$ cat config.mk
export PLATFORM = sky130hd
export DESIGN_NAME = tdm_demux_1ton
export DESIGN_NICKNAME = d
export VERILOG_FILES = /design/src/rtl/tdm_demux_1ton.sv
export SDC_FILE = /design/constraint.sdc
export NUM_CORES = 1
export LEC_CHECK = 0
export CAP_MARGIN = 20
export CORE_AREA = 5 5 42 44
export CTS_BUF_LIST = sky130_fd_sc_hd__clkbuf_4
export CTS_CLUSTER_DIAMETER = 60
export DETAILED_ROUTE_END_ITERATION = 10
export DIE_AREA = 0 0 47 49
export PLACE_DENSITY_LB_ADDON = 0.3
export SYNTH_ARGS = -nofsm -noshare
export SYNTH_HDL_FRONTEND = slang
export SYNTH_SLANG_ARGS = --single-unit
$ cat constraint.sdc
create_clock -name clk -period 3.1 [get_ports clk]
set_clock_uncertainty 0.2 [all_clocks]
set_input_delay 0.93 -clock clk [delete_from_list [all_inputs] [get_ports clk]]
set_output_delay 0.93 -clock clk [all_outputs]
set_load 0.02 [all_outputs]
$ cat src/rtl/tdm_demux_1ton.sv
// Receive end of a TDM link: splits an interleaved sample stream into registered per-channel words.
// Optional macro TDM_DEMUX_FRAME_LATCH_EN: ch_out updates only as complete frames.
module tdm_demux_1ton #(
    parameter int N_CH   = 4,
    parameter int CNT_W  = 2,
    parameter int DATA_W = 1
) (
    input  logic                     clk,
    input  logic                     rst_n,
    input  logic [DATA_W-1:0]        din,
    input  logic                     din_valid,
    input  logic                     frame_sync,
    output logic [N_CH*DATA_W-1:0]   ch_out,
    output logic [N_CH-1:0]          ch_strobe,
    output logic                     frame_done,
    output logic                     locked,
    output logic                     sync_err
);

    typedef enum logic {HUNT, LOCK} state_t;

    localparam logic [CNT_W-1:0] LAST_CH = CNT_W'(N_CH - 1);
    localparam logic [CNT_W-1:0] CNT_ONE = CNT_W'(1);

    state_t                   state_reg;
    state_t                   state_next;
    logic [CNT_W-1:0]         ch_cnt_reg;
    logic [CNT_W-1:0]         ch_cnt_next;
    logic [N_CH*DATA_W-1:0]   ch_out_reg;
    logic [N_CH-1:0]          ch_strobe_reg;
    logic                     frame_done_reg;
    logic                     locked_reg;
    logic                     sync_err_reg;

    logic                     wr_en;
    logic [CNT_W-1:0]         wr_sel;
    logic                     frame_done_next;
    logic                     sync_err_next;
    logic [N_CH-1:0]          ch_strobe_next;
    logic [N_CH*DATA_W-1:0]   write_base;
    logic [N_CH*DATA_W-1:0]   merged;

    // Sequencing: decide which channel (if any) this sample lands on.
    always_comb begin
        wr_en           = 1'b0;
        wr_sel          = '0;
        frame_done_next = 1'b0;
        sync_err_next   = 1'b0;
        state_next      = state_reg;
        ch_cnt_next     = ch_cnt_reg;
        if (din_valid) begin
            case (state_reg)
                HUNT: begin
                    if (frame_sync) begin
                        wr_en       = 1'b1;
                        ch_cnt_next = CNT_ONE;
                        state_next  = LOCK;
                    end
                end
                LOCK: begin
                    if (frame_sync) begin
                        // Early sync resyncs the counter onto channel 0.
                        wr_en         = 1'b1;
                        ch_cnt_next   = CNT_ONE;
                        sync_err_next = (ch_cnt_reg != '0);
                    end else if (ch_cnt_reg == '0) begin
                        sync_err_next = 1'b1;
                        ch_cnt_next   = '0;
                        state_next    = HUNT;
                    end else begin
                        wr_en  = 1'b1;
                        wr_sel = ch_cnt_reg;
                        if (ch_cnt_reg == LAST_CH) begin
                            frame_done_next = 1'b1;
                            ch_cnt_next     = '0;
                        end else begin
                            ch_cnt_next = ch_cnt_reg + CNT_ONE;
                        end
                    end
                end
                default: state_next = HUNT;
            endcase
        end
    end

`ifdef TDM_DEMUX_FRAME_LATCH_EN
    logic [N_CH*DATA_W-1:0] shadow_reg;
    assign write_base = shadow_reg;
`else
    assign write_base = ch_out_reg;
`endif

    generate
        for (genvar gi = 0; gi < N_CH; gi++) begin : g_ch
            assign ch_strobe_next[gi] = wr_en && (wr_sel == CNT_W'(gi));
            assign merged[gi*DATA_W +: DATA_W] =
                ch_strobe_next[gi] ? din : write_base[gi*DATA_W +: DATA_W];
        end
    endgenerate

    always_ff @(posedge clk or negedge rst_n) begin
        if (!rst_n) begin
            state_reg      <= HUNT;
            ch_cnt_reg     <= '0;
            ch_out_reg     <= '0;
            ch_strobe_reg  <= '0;
            frame_done_reg <= 1'b0;
            locked_reg     <= 1'b0;
            sync_err_reg   <= 1'b0;
        end else begin
            state_reg      <= state_next;
            ch_cnt_reg     <= ch_cnt_next;
            ch_strobe_reg  <= ch_strobe_next;
            frame_done_reg <= frame_done_next;
            locked_reg     <= (state_next == LOCK);
            sync_err_reg   <= sync_err_next;
`ifdef TDM_DEMUX_FRAME_LATCH_EN
            if (frame_done_next) begin
                ch_out_reg <= merged;
            end
`else
            ch_out_reg <= merged;
`endif
        end
    end

`ifdef TDM_DEMUX_FRAME_LATCH_EN
    // Shadow collects the frame in progress; ch_out sees it only when complete.
    always_ff @(posedge clk or negedge rst_n) begin
        if (!rst_n) begin
            shadow_reg <= '0;
        end else begin
            shadow_reg <= merged;
        end
    end
`endif

    assign ch_out     = ch_out_reg;
    assign ch_strobe  = ch_strobe_reg;
    assign frame_done = frame_done_reg;
    assign locked     = locked_reg;
    assign sync_err   = sync_err_reg;

endmodule

==> results of run 1 <==
worst max path at each step:
| stage | cells past startpoint | end | from | slack (ns) |
|---|---|---|---|---|
| 2_1_floorplan | 5 | ch_out[1]$_DFFE_PN0P_ | din_valid | 0.93 |
| 5_1_grt | 7 | ch_out[2]$_DFFE_PN0P_ | frame_sync | 0.45 |
| 3_5_place_dp | 7 | ch_out[2]$_DFFE_PN0P_ | frame_sync | 0.26 |
| 6_report | 7 | ch_out[2]$_DFFE_PN0P_ | frame_sync | 0.55 |
| 3_3_place_gp | 7 | ch_out[0]$_DFFE_PN0P_ | frame_sync | 0.31 |
| 4_1_cts | 1 | locked | locked$_DFFE_PN0P_ | 0.53 |
final cells by class:
type	count	area (sq um)	share of cell area, %
sequential	13	325	40.8
multi-input combinational	30	254	31.8
timing repair buffer	16	158	19.7
clock buffer	4	30.0	3.76
tap	16	20.0	2.51
inverter	3	11.3	1.41
routing by layer:
layer  vias up  part of all wire, %
met2        17                   49
met1       207                   40
li1        198                    -
met3         2                  8.8
met5         -                    0
met4         0                  2.2
synthesized netlist by cell type:
library cell / number / area [sq um]
a31oi_1: 1 / 6.26
o211ai_1: 1 / 7.51
mux2_1: 2 / 22.5
and2b_1: 1 / 7.51
nor2b_1: 1 / 6.26
nor2_1: 3 / 11.3
and3b_4: 1 / 12.5
ha_1: 4 / 50.1
nand3b_4: 1 / 20.0
o22ai_1: 1 / 6.26
inv_1: 3 / 11.3
a21oi_4: 1 / 16.3
nand2_1: 4 / 15.0
a21oi_1: 2 / 10.0
o21ai_0: 1 / 5.00
mux2_2: 2 / 22.5
a22o_1: 1 / 8.76
buf_4: 1 / 7.51
nor2_4: 1 / 11.3
a21oi_2: 1 / 8.76
dfrtp_1: 13 / 325
and2_1: 1 / 6.26
stage by stage:
step / util [%] / power (mW)
final: 57.0 / 0.609
after global routing: 57.0 / 0.653
after CTS: 57.0 / 0.623
after detailed placement: 54.8 / 0.508
after global placement: 54.8 / 0.497
after floorplan: - / 0.397
power by group through the flow:
stage,Combinational (mW),Sequential (mW),Clock (mW)
2_1_floorplan,0.0985,0.299,0
3_3_place_gp,0.242,0.255,0
3_5_place_dp,0.250,0.258,0
4_1_cts,0.251,0.254,0.118
5_1_grt,0.267,0.263,0.124
6_report,0.245,0.253,0.111
cell families (layout without fill, tap and decap cells):
| kind of cell | count (synthesis) | after routing | share of synthesized area [%] |
|---|---|---|---|
| compound gates | 9 | 9 | 11.5 |
| fa+ha+maj | 4 | 4 | 8.37 |
| buf+inv | 4 | 23 | 3.14 |
| flops | 13 | 13 | 54.4 |
| mux | 4 | 4 | 7.53 |
| simple gates | 13 | 13 | 15.1 |
layout by cell type, fill, tap and decap left out:
master and instances:
a22o_1 1, nor2_1 3, nand3b_4 1, a21oi_1 2
a21oi_2 1, and2b_1 1, ha_1 4, a31oi_1 1
a21oi_4 1, dfrtp_1 13, buf_4 1, o211ai_1 1
inv_1 3, and2_1 1, o22ai_1 1, mux2_1 2
mux2_2 2, nand2_1 4, nor2_4 1, o21ai_0 1
clkbuf_4 4, and3b_4 1, nor2b_1 1, clkdlybuf4s50_1 15
==> qor.yml, run 1 <==
via_count: 424
start_kind: "input pin"
layout.cells.non_filler: 82
cts.sink_count: 13
grt_first_pass_wirelength_mm: 1.82
max-clock-path-buffers: 2
crit_fanout: 5
grt_util_met3_pct: 2.58
min_path_cells: 1
area_growth_pct: 33.5
arrival_ns: 2.51
pwr-share-comb_pct: 40.3
dpl_worst_slack_ns: 0.258
synthesis.nets: 56
avgSynthCellArea_sq_um: 12.7
drt-initial-drc-count: 4
r2r-start: "ch_cnt_reg[0]$_DFFE_PN0P_"
grt_util_met1_pct: 12.1
powerDensity_mw_per_mm2: 763
pwr-share-seq_pct: 41.5
postCtsHoldBufs: 0
gr-usage-met2_pct: 17.4
chipHeight_um: 49
placed_area_sq_um: 768
worstRegToRegCells: 7
cts_root_buffer: "clkbuf_4"
rows: 14
grt_overflow: 0
ant_nets: 0
hold_start: "ch_out[1]$_DFFE_PN0P_"
top_usage_layer: "met2"
fmax_mhz: 392
grt_max_degree: 14
cp.required_ns: 3.06
cp-end-kind: "flop"
core_area_sq_mm: 0.00140
power.leakage_nw: 0.368
dp_hpwl_um: 816
crit_type: "input pin to flop"
pwr-share-clk_pct: 18.3
cts_resized: 0
cpLargestDelayFamily: "buffers and inverters"
ys.warnings.count: 0
fillers: 133
wl_per_cell_um: 12.9
p_sw_mw: 0.212
wl_mm: 1.06
p_sw_share_pct: 34.8
routabilityCongestion: 0.711
cp_cell_sequence: "clkdlybuf4s50_1 -> inv_1 -> ha_1 -> nand2_1 -> o211ai_1 -> nor2_1 -> mux2_1"
drv_slew: 0
design.die.area_sq_mm: 0.00230
synth_cells: 47
netlist_area_sq_um: 598
crit_buf_inv: 2
viasPerCell: 5.17
hold_slack_ns: 0.300
track_usage_pct: 11.5
nets: 76
worst_slack_ns: 0.549
setup_viol: 0
cts_inserted_buffers: 3
ir_drop_mv: 0.367
rsz0062_at_grt: "no"
io_buffers: 15
worstHoldPathType: "flop to flop"
fin_crit_sh_pct: 82.3
maxCapViolCount: 0
ys_types: 22
grt_antenna_before_repair: 0
start_util_pct: 42.7
hold_violations: 0
final_layout_size_suffix_gt1_share_pct: 18.2
postCtsSetupBuffers: 0
critPathSlowestCell: "clkdlybuf4s50_1"
status: "finished, final reports clean"
max-slew-margin-rel_pct: 62.1
clkSlewWorstSetupHoldPaths_ns: 0.08
worst_pin_slew_ns: 0.567
drt-pass1-iter-count: 4
min_period_ns: 2.55
tns_ns: 0
first_global_vias: 442
reg2reg_to: "ch_out[2]$_DFFE_PN0P_"
internal_power_mw: 0.397
place_inst: 78
ys_seq_area_share_pct: 54.4
final_area_sq_um: 798
synth-seq-cells: 13
antenna-diode-count: 0
holdPathEnd: "ch_out[1]$_DFFE_PN0P_"
cts_tree: "built"
cpPeakStageDelay_ns: 0.55
io_pins: 16
route.detailed.drc: 0
fp.dieW_um: 47
r2r_slack_ns: 1.06
h-tree-depth: 1
clock_latency_ns: 0.27
Note: power is estimated with default switching activity, not from simulation.
==> inputs of run 2 (changes only) <==
clock period = 2.4 ns   (was 3.1 ns; I/O delays follow)
==> run 2 against run 1 <==
Effect of this change: sequential power is 30% higher; first-iteration DRC count fell by 100%; power rose by 32%; utilization increased by 3.3 points; clock power up 27%; clock-buffer cell count is the same; via count grew 2.6%; combinational power up 36%; worst hold slack got worse by 0.014 ns; critical path depth unchanged; global-route usage is 0.42 points lower; non-clock buffer count increased by 6; critical endpoint unchanged; highest routed layer unchanged.
==> qor.yml, run 2 (synthesis results as in run 1) <==
worstRegToRegCells: 7  # unchanged
h-tree-depth: 1  # unchanged
first_global_vias: 419  # was 442
fmax_mhz: 437
min_period_ns: 2.29
wl_per_cell_um: 11.7  # was 12.9 um
via_count: 435  # was 424
grt_overflow: 0  # unchanged
io_pins: 16  # unchanged
wl_mm: 1.03  # was 1.06 mm
cts_inserted_buffers: 3  # unchanged
grt_max_degree: 14  # unchanged
critPathSlowestCell: "clkdlybuf4s50_1"  # unchanged
grt_first_pass_wirelength_mm: 1.78  # was 1.82 mm
final_cell_mix: "15 x clkdlybuf4s50_1, 12 x dfrtp_1, 7 x buf_4"  # was 15 x clkdlybuf4s50_1, 13 x dfrtp_1, 4 x nand2_1, 4 x ha_1, 4 x clkbuf_4
track_usage_pct: 11.1  # was 11.5%
fp.dieW_um: 47  # unchanged
cp_cell_sequence: "clkdlybuf4s50_1 -> inv_1 -> ha_1 -> nand2_1 -> o211ai_1 -> nor2_1 -> mux2_1"  # unchanged
layout_commonest_cell: "clkdlybuf4s50_1"  # unchanged
ant_nets: 0  # unchanged
crit_fanout: 5  # unchanged
crit_type: "input pin to flop"  # unchanged
start_util_pct: 42.7  # unchanged
placed_area_sq_um: 798  # was 768 sq um
hold_violations: 0  # unchanged
arrival_ns: 2.24  # was 2.51 ns
fillers: 129  # was 133
final_area_sq_um: 845  # was 798 sq um
crit_buf_inv: 2  # unchanged
cpLargestDelayFamily: "buffers and inverters"  # unchanged
io_buffers: 15  # unchanged
cp.required_ns: 2.36  # was 3.06 ns
routabilityCongestion: 0.716  # was 0.711
core_area_sq_mm: 0.00140  # unchanged
drt-pass1-iter-count: 1  # was 4
drv_slew: 0  # unchanged
maxCapViolCount: 0  # unchanged
min_path_cells: 1  # unchanged
powerDensity_mw_per_mm2: 949  # was 763 mW/mm^2
cts.sink_count: 13  # unchanged
worstHoldPathType: "flop to flop"  # unchanged
area_growth_pct: 41.2  # was 33.5%
max-slew-margin-rel_pct: 62.4  # was 62.1%
fin_crit_sh_pct: 95.3
drt-initial-drc-count: 0  # was 4
cts_root_buffer: "clkbuf_4"  # unchanged
cp_num_cells: 7  # unchanged
design.die.area_sq_mm: 0.00230  # unchanged
cp-end-kind: "flop"  # unchanged
viasPerCell: 4.94  # was 5.17
cpPeakStageDelay_ns: 0.53  # was 0.55 ns
clkSlewWorstSetupHoldPaths_ns: 0.07  # was 0.08 ns
antenna-diode-count: 0  # unchanged
ir_drop_mv: 0.477  # was 0.367 mV
start_kind: "input pin"  # unchanged
postCtsHoldBufs: 0  # unchanged
nets: 82  # was 76
power.leakage_nw: 0.397  # was 0.368 nW
worst_pin_slew_ns: 0.562  # was 0.567 ns
max-clock-path-buffers: 2  # unchanged
status: "finished, final reports clean"  # unchanged
finalPower_mw: 0.801  # was 0.609 mW
rows: 14  # unchanged
cts_tree: "built"  # unchanged
clock_latency_ns: 0.27  # about the same
grt_antenna_before_repair: 0  # unchanged
chipHeight_um: 49  # unchanged
setup_viol: 0  # unchanged
route.detailed.drc: 0  # unchanged
final_layout_size_suffix_gt1_share_pct: 26.4  # was 18.2%
==> run 2: path summary, 6_finish.rpt <==
path / slack (ns) / start / to
min: 0.29 / ch_out[1]$_DFFE_PN0P_ / ch_out[1]$_DFFE_PN0P_
max in group asynchronous: 0.99 / rst_n / locked$_DFFE_PN0P_
min reg2reg: 0.29 / ch_out[1]$_DFFE_PN0P_ / ch_out[1]$_DFFE_PN0P_
max reg2reg: 0.36 / ch_cnt_reg[0]$_DFFE_PN0P_ / ch_out[2]$_DFFE_PN0P_
max: 0.11 / frame_sync / ch_out[2]$_DFFE_PN0P_
min in group asynchronous: 0.61 / rst_n / ch_strobe[2]$_DFF_PN0_
==> run 2: where the power goes <==
group          internal, mW  total, mW  switching, mW
sequential            0.280      0.328         0.0488
combinational         0.172      0.332          0.160
clock                0.0756      0.141         0.0656
==> run 2: timing repair <==
item                                    CTS  global route
endpoints found under the setup margin    0             3
setup buffers                             0             2
resized for setup                         0             1
==> run 2: final cells by class <==
class                      instances  area [sq um]  share of cell area [%]
tap                               16          20.0                    2.37
multi-input combinational         30           254                    30.1
timing repair buffer              22           203                    24.0
inverter                           3          11.3                    1.33
clock buffer                       4          30.0                    3.56
sequential                        13           327                    38.7
==> run 2: per-stage QoR <==
| step | setup slack, ns | hold slack, ns | setup TNS, ns | cells | utilization, % |
|---|---|---|---|---|---|
| after global routing | -0.00237 | 0.316 | -0.00237 | 88 | 60.3 |
| after CTS | 0.0359 | 0.292 | 0 | 86 | 59.1 |
| after detailed placement | -0.190 | 0.274 | -0.659 | 82 | 57.0 |
| final | 0.112 | 0.285 | 0 | 88 | 60.3 |
| after global placement | -0.140 | 0.267 | -0.477 | 82 | 57.0 |
| after floorplan | 0.438 | 0.224 | 0 | 47 | - |
==> run 2: layer usage <==
layer	GRT usage [%]	share of wire, %	vias to the layer above
li1	-	-	210
met1	12.6	39	206
met2	17.2	50	15
met3	1.11	6.9	4
met4	9.68	4.1	0
met5	0	0	-
==> run 2: worst register-to-register path, cell delays in order, from the launching register on <==
cell	delay (ns)
dfrtp_1	0.48
inv_1	0.11
ha_1	0.23
ha_1	0.22
nand2_1	0.07
o211ai_1	0.12
nor2_1	0.17
mux2_1	0.34
==> inputs of run 3 (changes only) <==
clock period = 2.8 ns   (was 2.4 ns; I/O delays follow)
==> run 3 against run 2 <==
Effect of this change: first-iteration DRC count grew 3; register-to-register slack gained 0.37 ns; global-route usage shrank 0.47 points; worst setup slack gained 0.23 ns; via count shrank 4.6%; die area is the same; sequential share of layout area grew 2.1 points; utilization shrank 3.3 points; critical endpoint unchanged.
==> qor.yml, run 3 (synthesis results as in run 1) <==
status: "finished, final reports clean"  # unchanged
layout_commonest_cell: "clkdlybuf4s50_1"  # unchanged
finalPower_mw: 0.674  # was 0.801 mW
antenna-diode-count: 0  # unchanged
ant_nets: 0  # unchanged
hold_slack_ns: 0.288  # was 0.285 ns
cp_cell_sequence: "clkdlybuf4s50_1 -> inv_1 -> ha_1 -> nand2_1 -> o211ai_1 -> nor2_1 -> mux2_1"  # unchanged
multiInputGateArea_sq_um: 254  # unchanged
power.leakage_nw: 0.368  # was 0.397 nW
layout.cells.non_filler: 82  # was 88
drv_slew: 0  # unchanged
crit_end: "ch_out[2]$_DFFE_PN0P_"  # unchanged
grt_overflow: 0  # unchanged
nets: 76  # was 82
start_util_pct: 42.7  # unchanged
cts_inserted_buffers: 3  # unchanged
critPathSlowestCell: "clkdlybuf4s50_1"  # unchanged
start_kind: "input pin"  # unchanged
wl_mm: 1.01  # was 1.03 mm
design.die.area_sq_mm: 0.00230  # unchanged
place_inst: 78  # was 82
reg2reg_to: "ch_out[2]$_DFFE_PN0P_"  # unchanged
via_count: 415  # was 435
track_usage_pct: 10.6  # was 11.1%
min_period_ns: 2.46
rows: 14  # unchanged
max-slew-margin-rel_pct: 61.7  # was 62.4%
postCtsHoldBufs: 0  # unchanged
grt_first_pass_wirelength_mm: 1.70  # was 1.78 mm
grt_max_degree: 14  # unchanged
final_cell_mix: "15 x clkdlybuf4s50_1, 13 x dfrtp_1, 4 x nand2_1, 4 x ha_1, 4 x clkbuf_4"  # was 15 x clkdlybuf4s50_1, 12 x dfrtp_1, 7 x buf_4
crit_start: "frame_sync"  # unchanged
cts_tree: "built"  # unchanged
cp-end-kind: "flop"  # unchanged
chipHeight_um: 49  # unchanged
viasPerCell: 5.06  # was 4.94
setup_viol: 0  # unchanged
clock_latency_ns: 0.27  # about the same
h-tree-depth: 1  # unchanged
worstHoldPathType: "flop to flop"  # unchanged
maxCapViolCount: 0  # unchanged
cts_root_buffer: "clkbuf_4"  # unchanged
core_area_sq_mm: 0.00140  # unchanged
postCtsSetupBuffers: 0  # unchanged
wl_per_cell_um: 12.3  # was 11.7 um
final_layout_size_suffix_gt1_share_pct: 18.2  # was 26.4%
final_core_util_pct: 57.0  # was 60.3%
cts.sink_count: 13  # unchanged
fillers: 132  # was 129
max-clock-path-buffers: 2  # unchanged
io_buffers: 15  # unchanged
ir_drop_mv: 0.343  # was 0.477 mV
r2r_slack_ns: 0.73  # was 0.36 ns
fmax_mhz: 406
hold_violations: 0  # unchanged
fp.dieW_um: 47  # unchanged
drt-pass1-iter-count: 3  # was 1
cts_resized: 0  # unchanged
arrival_ns: 2.41  # was 2.24 ns
hold_start: "ch_out[1]$_DFFE_PN0P_"  # unchanged
clkSlewWorstSetupHoldPaths_ns: 0.08  # was 0.07 ns
rsz0062_at_grt: "no"
routabilityCongestion: 0.678  # was 0.716
first_global_vias: 399  # was 419
cp.required_ns: 2.75  # was 2.36 ns
crit_type: "input pin to flop"  # unchanged
fin_crit_sh_pct: 87.9
drt-initial-drc-count: 3  # was 0
powerDensity_mw_per_mm2: 844  # was 949 mW/mm^2
crit_fanout: 5  # unchanged
seq_area_sq_um: 325  # was 327 sq um
tns_ns: 0  # unchanged
worstRegToRegCells: 7  # unchanged
route.detailed.drc: 0  # unchanged
cpPeakStageDelay_ns: 0.53  # about the same
r2r-start: "ch_cnt_reg[0]$_DFFE_PN0P_"  # unchanged
grt_antenna_before_repair: 0  # unchanged
worst_pin_slew_ns: 0.573  # was 0.562 ns
area_growth_pct: 33.5  # was 41.2%
io_pins: 16  # unchanged
-- run 3: area by class of cell --
type / instances / area share (%)
repair buffers: 16 / 19.7
inverters: 3 / 1.41
multi-input cells: 30 / 31.8
well taps: 16 / 2.51
flip-flops and latches: 13 / 40.8
clock buffers: 4 / 3.76
-- run 3: metrics by stage --
step	instance area (sq um)	worst slack [ns]
2_1_floorplan	598	0.718
3_3_place_gp	768	0.139
3_5_place_dp	768	0.0537
4_1_cts	798	0.332
5_1_grt	798	0.243
6_report	798	0.340
-- run 3: worst min path at each step --
stage / to / slack [ns] / depth (start not counted)
detailed placement: ch_out[1]$_DFFE_PN0P_ / 0.27 / 1
global placement: ch_out[1]$_DFFE_PN0P_ / 0.27 / 1
CTS: ch_out[1]$_DFFE_PN0P_ / 0.29 / 1
floorplan: ch_cnt_reg[1]$_DFFE_PN0P_ / 0.33 / 1
global route: ch_out[1]$_DFFE_PN0P_ / 0.31 / 1
finish: ch_out[1]$_DFFE_PN0P_ / 0.29 / 1
-- run 3: power breakdown --
group	internal (mW)	total, mW	switching (mW)	leakage (nW)
registers	0.239	0.280	0.0418	0.165
logic	0.137	0.272	0.135	0.185
clock network	0.0647	0.121	0.0566	0.0184
-- run 3: layer usage --
layer  part of all wire [%]  track usage, %  wire length, um  up-vias
li1                       -               -                -      201
met1                     42            12.7              421      199
met2                     47            15.6              475       13
met3                    7.9            2.21               79        2
met4                    2.8            8.29               28        0
met5                      0               0                0        -
-- run 3: critical path, delay by kind of cell --
| family | cells | cell delay, ns |
|---|---|---|
| buf+inv | 2 | 0.61 |
| simple gates | 2 | 0.27 |
| mux | 1 | 0.34 |
| compound gates | 1 | 0.13 |
| fa+ha+maj | 1 | 0.23 |
==> patch 1, RTL diff (settings of run 3) <==
`N_CH`: 4 -> 8.
--- a/src/rtl/tdm_demux_1ton.sv
+++ b/src/rtl/tdm_demux_1ton.sv
@@ -1,7 +1,7 @@
 // Receive end of a TDM link: splits an interleaved sample stream into registered per-channel words.
 // Optional macro TDM_DEMUX_FRAME_LATCH_EN: ch_out updates only as complete frames.
 module tdm_demux_1ton #(
-    parameter int N_CH   = 4,
+    parameter int N_CH   = 8,
     parameter int CNT_W  = 2,
     parameter int DATA_W = 1
 ) (
Interface: changed (resized ch_out and ch_strobe); port bits go from 16 to 24. The function was not compared with the original's and may differ.
==> patch 1 against run 3 <==
Sequential cell count is the same. Cell area rose by 7.7%. Area after synthesis up 5.2%. Highest routed layer unchanged. Non-clock buffer count grew 9. Critical path type is now flop to output pin. Via count up 4.1%. Wire length grew 7.1%. Total power increased by 13%. Worst setup slack improved by 0.010 ns.
==> patch 1: results (changes against run 3) <==
* Worst Reg2Reg Path Length in Cells at 6 (-1)
* Initial antenna violation count at 0 (unchanged)
* FF-to-FF End: ch_out[2]
* Top cells by count, synth: dfrtp_1, buf_4, ha_1, nor2_1
* Post-synth ARST share at 100.0% (unchanged)
* Crit-path max cell delay at 0.66 ns (+0.13 ns)
* Clock latency on the worst-skew pair at between 0.2 and 0.3 ns
* Min-delay worst type: flop to flop
* R2R Path Start: ch_cnt_reg[0]
* RD Place Congestion at 0.8065 (+19%)
* Leak at 0.3889 nW (+5.7%)
* Hold Crit Endpoint: ch_out[2]
* CP Max Fanout at 10 (+5)
* TritonRoute pass-1 iters at 2 (-1)
* Total number of H-tree levels at 1 (unchanged)
* Seq/Total Area, Yosys at 51.69% (-2.7 points)
* Total GRT Usage at 11.23% (+0.64 points)
* DRT iter0 DRCs at 2 (-1)
* Post-Syn Nets at 63 (+13%)
* Relative slew margins at 63.01% (+1.3 points)
* R2r setup slk at 0.77 ns (+0.04 ns)
* Cell variety after synth at 21 (-4.5%)
* I/O Buffers at 23 (+8)
* Vias at 432 (+4.1%)
* Crit path arrival time at 1.41 ns (-1.00 ns)
* Largest net degree at the start of global routing at 14 (unchanged)
* Post-Place Cell Area at 829.5 µm² (+8.0%)
* Status: finished clean
* Ratio of cells with drive above 1 in the final layout at 16.22% (-2.0 points)
* Filler cells at 124 (-6.1%)
* Global-route wire length before repair at 1835 µm (+8.1%)
* Nets at 84 (+11%)
* Routed WL per cell at 11.96 µm (-2.5%)
* Post-cts repair resize count at 0 (unchanged)
* Min-delay src: ch_out[2]
* Synth area leaders: dfrtp_1, buf_4, ha_1
* Worst IR drop on VDD at 0.0003917 V (+14%)
* Vias in the first global route at 412 (+3.3%)
## patch 1: cell count changes in the layout (fill, tap and decap cells not counted), sizes merged
cell,change
nand3b,+1
and2b,-1
nor2b,+2
nor3b,+1
nand2,-2
buf,+1
a21oi,-2
clkdlybuf4s50,+8
## patch 1: logic make-up after synthesis
family          Yosys count  share of synthesized area (%)
simple gates             14                          14.12
flops                    13                          51.69
buf+inv                  12                          12.13
compound gates            7                          6.960
mux                       4                          7.157
fa+ha+maj                 4                          7.953
## patch 1: through the flow
stage	utilization, %	instances	hold slack [ns]	setup WS [ns]
6_report	61.34	90	0.3156	0.3496
5_1_grt	61.34	90	0.3611	0.2773
4_1_cts	61.34	90	0.3244	0.3268
3_5_place_dp	59.20	86	0.3111	0.1621
3_3_place_gp	59.20	86	0.2928	0.2005
2_1_floorplan	-	54	0.3364	0.7608
## patch 1: worst max path at each step
stage | slack (ns) | end | from | cells after the start
after detailed placement | 0.16 | ch_out[3] | frame_sync | 6
final | 0.35 | locked | locked | 1
after CTS | 0.33 | locked | locked | 1
after floorplan | 0.76 | ch_out[0] | frame_sync | 6
after global routing | 0.28 | locked | locked | 1
after global placement | 0.20 | ch_out[3] | frame_sync | 6
## patch 1: report_power, final
part	switching, W	internal, W	leakage [nW]
clock	0.0000546	0.0000647	0.0184
sequential	0.0000485	0.000239	0.165
combinational	0.000168	0.000184	0.206
total	0.000271	0.000487	0.389
## patch 1: area by class of cell
cell class	count	area share, %
Clock buffer	4	3.493
Inverter	3	1.310
Timing Repair Buffer	25	28.53
Tap cell	16	2.329
Multi-Input combinational cell	29	26.49
Sequential cell	13	37.85
## patch 1: routing by layer
metal / routed length, µm / GRT usage (%) / vias up / part of all wire [%]
li1: - / - / 214 / -
met3: 98 / 3.321 / 2 / 9.1
met4: 23 / 8.295 / 0 / 2.1
met2: 523 / 16.74 / 16 / 49
met1: 431 / 12.93 / 200 / 40
met5: 0 / 0 / - / 0
## patch 1: worst reg2reg max path, cell delays in order, from the launching register on
cell,delay (ns)
dfrtp_1,0.45
inv_1,0.10
ha_1,0.22
nand3b_1,0.20
nor3b_2,0.21
nor2b_2,0.20
mux2_1,0.33
==> patch 2, RTL diff (config.mk and constraints of run 3) <==
Made on the original files. Remove the register `frame_done_reg`: a continuous assignment takes its place, so the output `frame_done` follows one clock earlier.
--- a/src/rtl/tdm_demux_1ton.sv
+++ b/src/rtl/tdm_demux_1ton.sv
@@ -104,14 +104,12 @@
             ch_cnt_reg     <= '0;
             ch_out_reg     <= '0;
             ch_strobe_reg  <= '0;
-            frame_done_reg <= 1'b0;
             locked_reg     <= 1'b0;
             sync_err_reg   <= 1'b0;
         end else begin
             state_reg      <= state_next;
             ch_cnt_reg     <= ch_cnt_next;
             ch_strobe_reg  <= ch_strobe_next;
-            frame_done_reg <= frame_done_next;
             locked_reg     <= (state_next == LOCK);
             sync_err_reg   <= sync_err_next;
 `ifdef TDM_DEMUX_FRAME_LATCH_EN
@@ -123,6 +121,8 @@
 `endif
         end
     end
+
+    assign frame_done_reg = frame_done_next;
 
 `ifdef TDM_DEMUX_FRAME_LATCH_EN
     // Shadow collects the frame in progress; ch_out sees it only when complete.
Formal check against the unedited RTL: not equivalent (Yosys sat finds a counterexample within 4 cycles, from zero or initial values and one cycle with rst_n low).
==> patch 2 against run 3 <==
Cell count increased by 1.2%. Worst setup slack worse by 0.19 ns. Sequential cell count is 1 lower. Total power shrank 4.8%. Via count down 2.4%. Synthesized cell count fell by 2.1%. Worst hold slack worse by 0.0018 ns. Count of clock-buffer cells in the layout decreased by 1. Wire length decreased by 3.1%. Area after synthesis is 4.2% lower. First-iteration DRC count rose to 3.0 times the old value. Cell area fell by 1.1%. Critical path type is now primary input to output pin.
==> patch 2: results (changes against run 3) <==
* Routed WL per cell at 11.73 µm (-4.3%)
* Clock latency on the worst-skew pair at 0.26 ns
* Total number of H-tree levels at 1 (unchanged)
* Post-Place Cells at 79 (+1.3%)
* Nets at 77 (+1.3%)
* CP Max Fanout at 2 (-3)
* Drt total wl at 974 µm (-3.1%)
* Slew @ Worst Pin at 0.5136 ns (-0.05914 ns)
* Clock Tree Buf Depth at 2 (unchanged)
* Status: finished clean
* Crit path arrival time at 1.61 ns (-0.80 ns)
* Slowest-stage cell, CP: and3b_4
* Ratio of cells with drive above 1 in the final layout at 22.39% (+4.2 points)
* TritonRoute pass-1 iters at 4 (+1)
* Min-delay src: ch_out[2]
* Largest net degree at the start of global routing at 13 (-1)
* Worst IR drop on VDD at 0.0004961 V (+45%)
* R2r setup slk at 0.76 ns (+0.03 ns)
* Top cells by count, synth: dfrtp_1, ha_1, nand2_1, inv_1, nor2_1
* Total GRT Usage at 10.48% (-0.11 points)
* Cell variety after synth at 22 (unchanged)
* Synth area leaders: dfrtp_1, ha_1, mux2_1
* Crit-path max cell delay at 0.29 ns (-0.24 ns)
* Vias at 405 (-2.4%)
* DRT iter0 DRCs at 9 (+6)
* Post-Syn Area per Cell at 12.46 µm² (-2.1%)
* Vias in the first global route at 362 (-9.3%)
* Final Slew Violations at 0 (unchanged)
* Seq/Total Area, Yosys at 52.40% (-2.0 points)
* Worst Setup SP: frame_sync
* Global-route wire length before repair at 1669 µm (-1.6%)
* Leak at 0.3755 nW (+2.1%)
* R2R Path Start: ch_cnt_reg[0]
* Root buf cell: clkbuf_4
* RD Place Congestion at 0.7114 (+5.0%)
* Post-Syn Nets at 55 (-1.8%)
==> patch 2: what timing repair did <==
action	in CTS	in global routing
hold buffers	0	0
setup endpoints to repair	1	1
gates resized for setup	8	1
==> patch 2: cells by family after synthesis <==
family,share of synthesized area [%]
and+or+nand+nor,15.72
DFF,52.40
AOI/OAI and AO/OA,12.01
buffers and inverters,3.275
muxes,7.860
adders and majority gates,8.734
==> patch 2: per-layer routing <==
metal | GRT usage, % | vias up | share of wire, %
met5 | 0 | - | 0
met4 | 9.677 | 0 | 5.4
met3 | 2.214 | 4 | 8.7
met2 | 13.35 | 18 | 44
met1 | 13.93 | 185 | 41
li1 | - | 198 | -
==> patch 2: final cells by class <==
type	instances	area, µm²
clock buffer	3	22.52
clock inverter	1	3.754
fill	129	611.8
inverter	3	11.26
multi-input combinational	30	256.5
sequential	12	300.3
tap	16	20.02
timing repair buffer	18	175.2
==> patch 2: where the power goes <==
| group | total (W) | switching (W) | internal (W) | leakage, nW |
|---|---|---|---|---|
| Combinational | 0.000273 | 0.000133 | 0.000140 | 0.209 |
| Sequential | 0.000265 | 0.0000418 | 0.000223 | 0.151 |
| Clock | 0.000103 | 0.0000513 | 0.0000515 | 0.0154 |
==> patch 2: path summary, 6_finish.rpt <==
kind                       cells past startpoint           end
max                                            4    frame_done
min                                            1     ch_out[2]
max reg2reg                                    7     ch_out[2]
min reg2reg                                    1     ch_out[2]
max in group asynchronous                      1  ch_strobe[0]
min in group asynchronous                      1      sync_err
==> patch 2: per-stage QoR <==
stage | utilization, % | setup TNS, ns | setup WS [ns] | area [µm²] | hold slack [ns]
2_1_floorplan | - | 0 | 0.3065 | 573.1 | 0.3307
3_3_place_gp | 54.11 | -0.4930 | -0.4930 | 758.2 | 0.2664
3_5_place_dp | 54.11 | -0.4977 | -0.4977 | 758.2 | 0.2759
4_1_cts | 56.16 | 0 | 0.003778 | 787.0 | 0.2919
5_1_grt | 56.34 | 0 | 0.1345 | 789.5 | 0.3142
6_report | 56.34 | 0 | 0.1528 | 789.5 | 0.2865
==> patch 2: critical path, delay by kind of cell <==
family | cells | cell delay [ns]
AND/OR/NAND/NOR | 2 | 0.43
buffers and inverters | 2 | 0.35
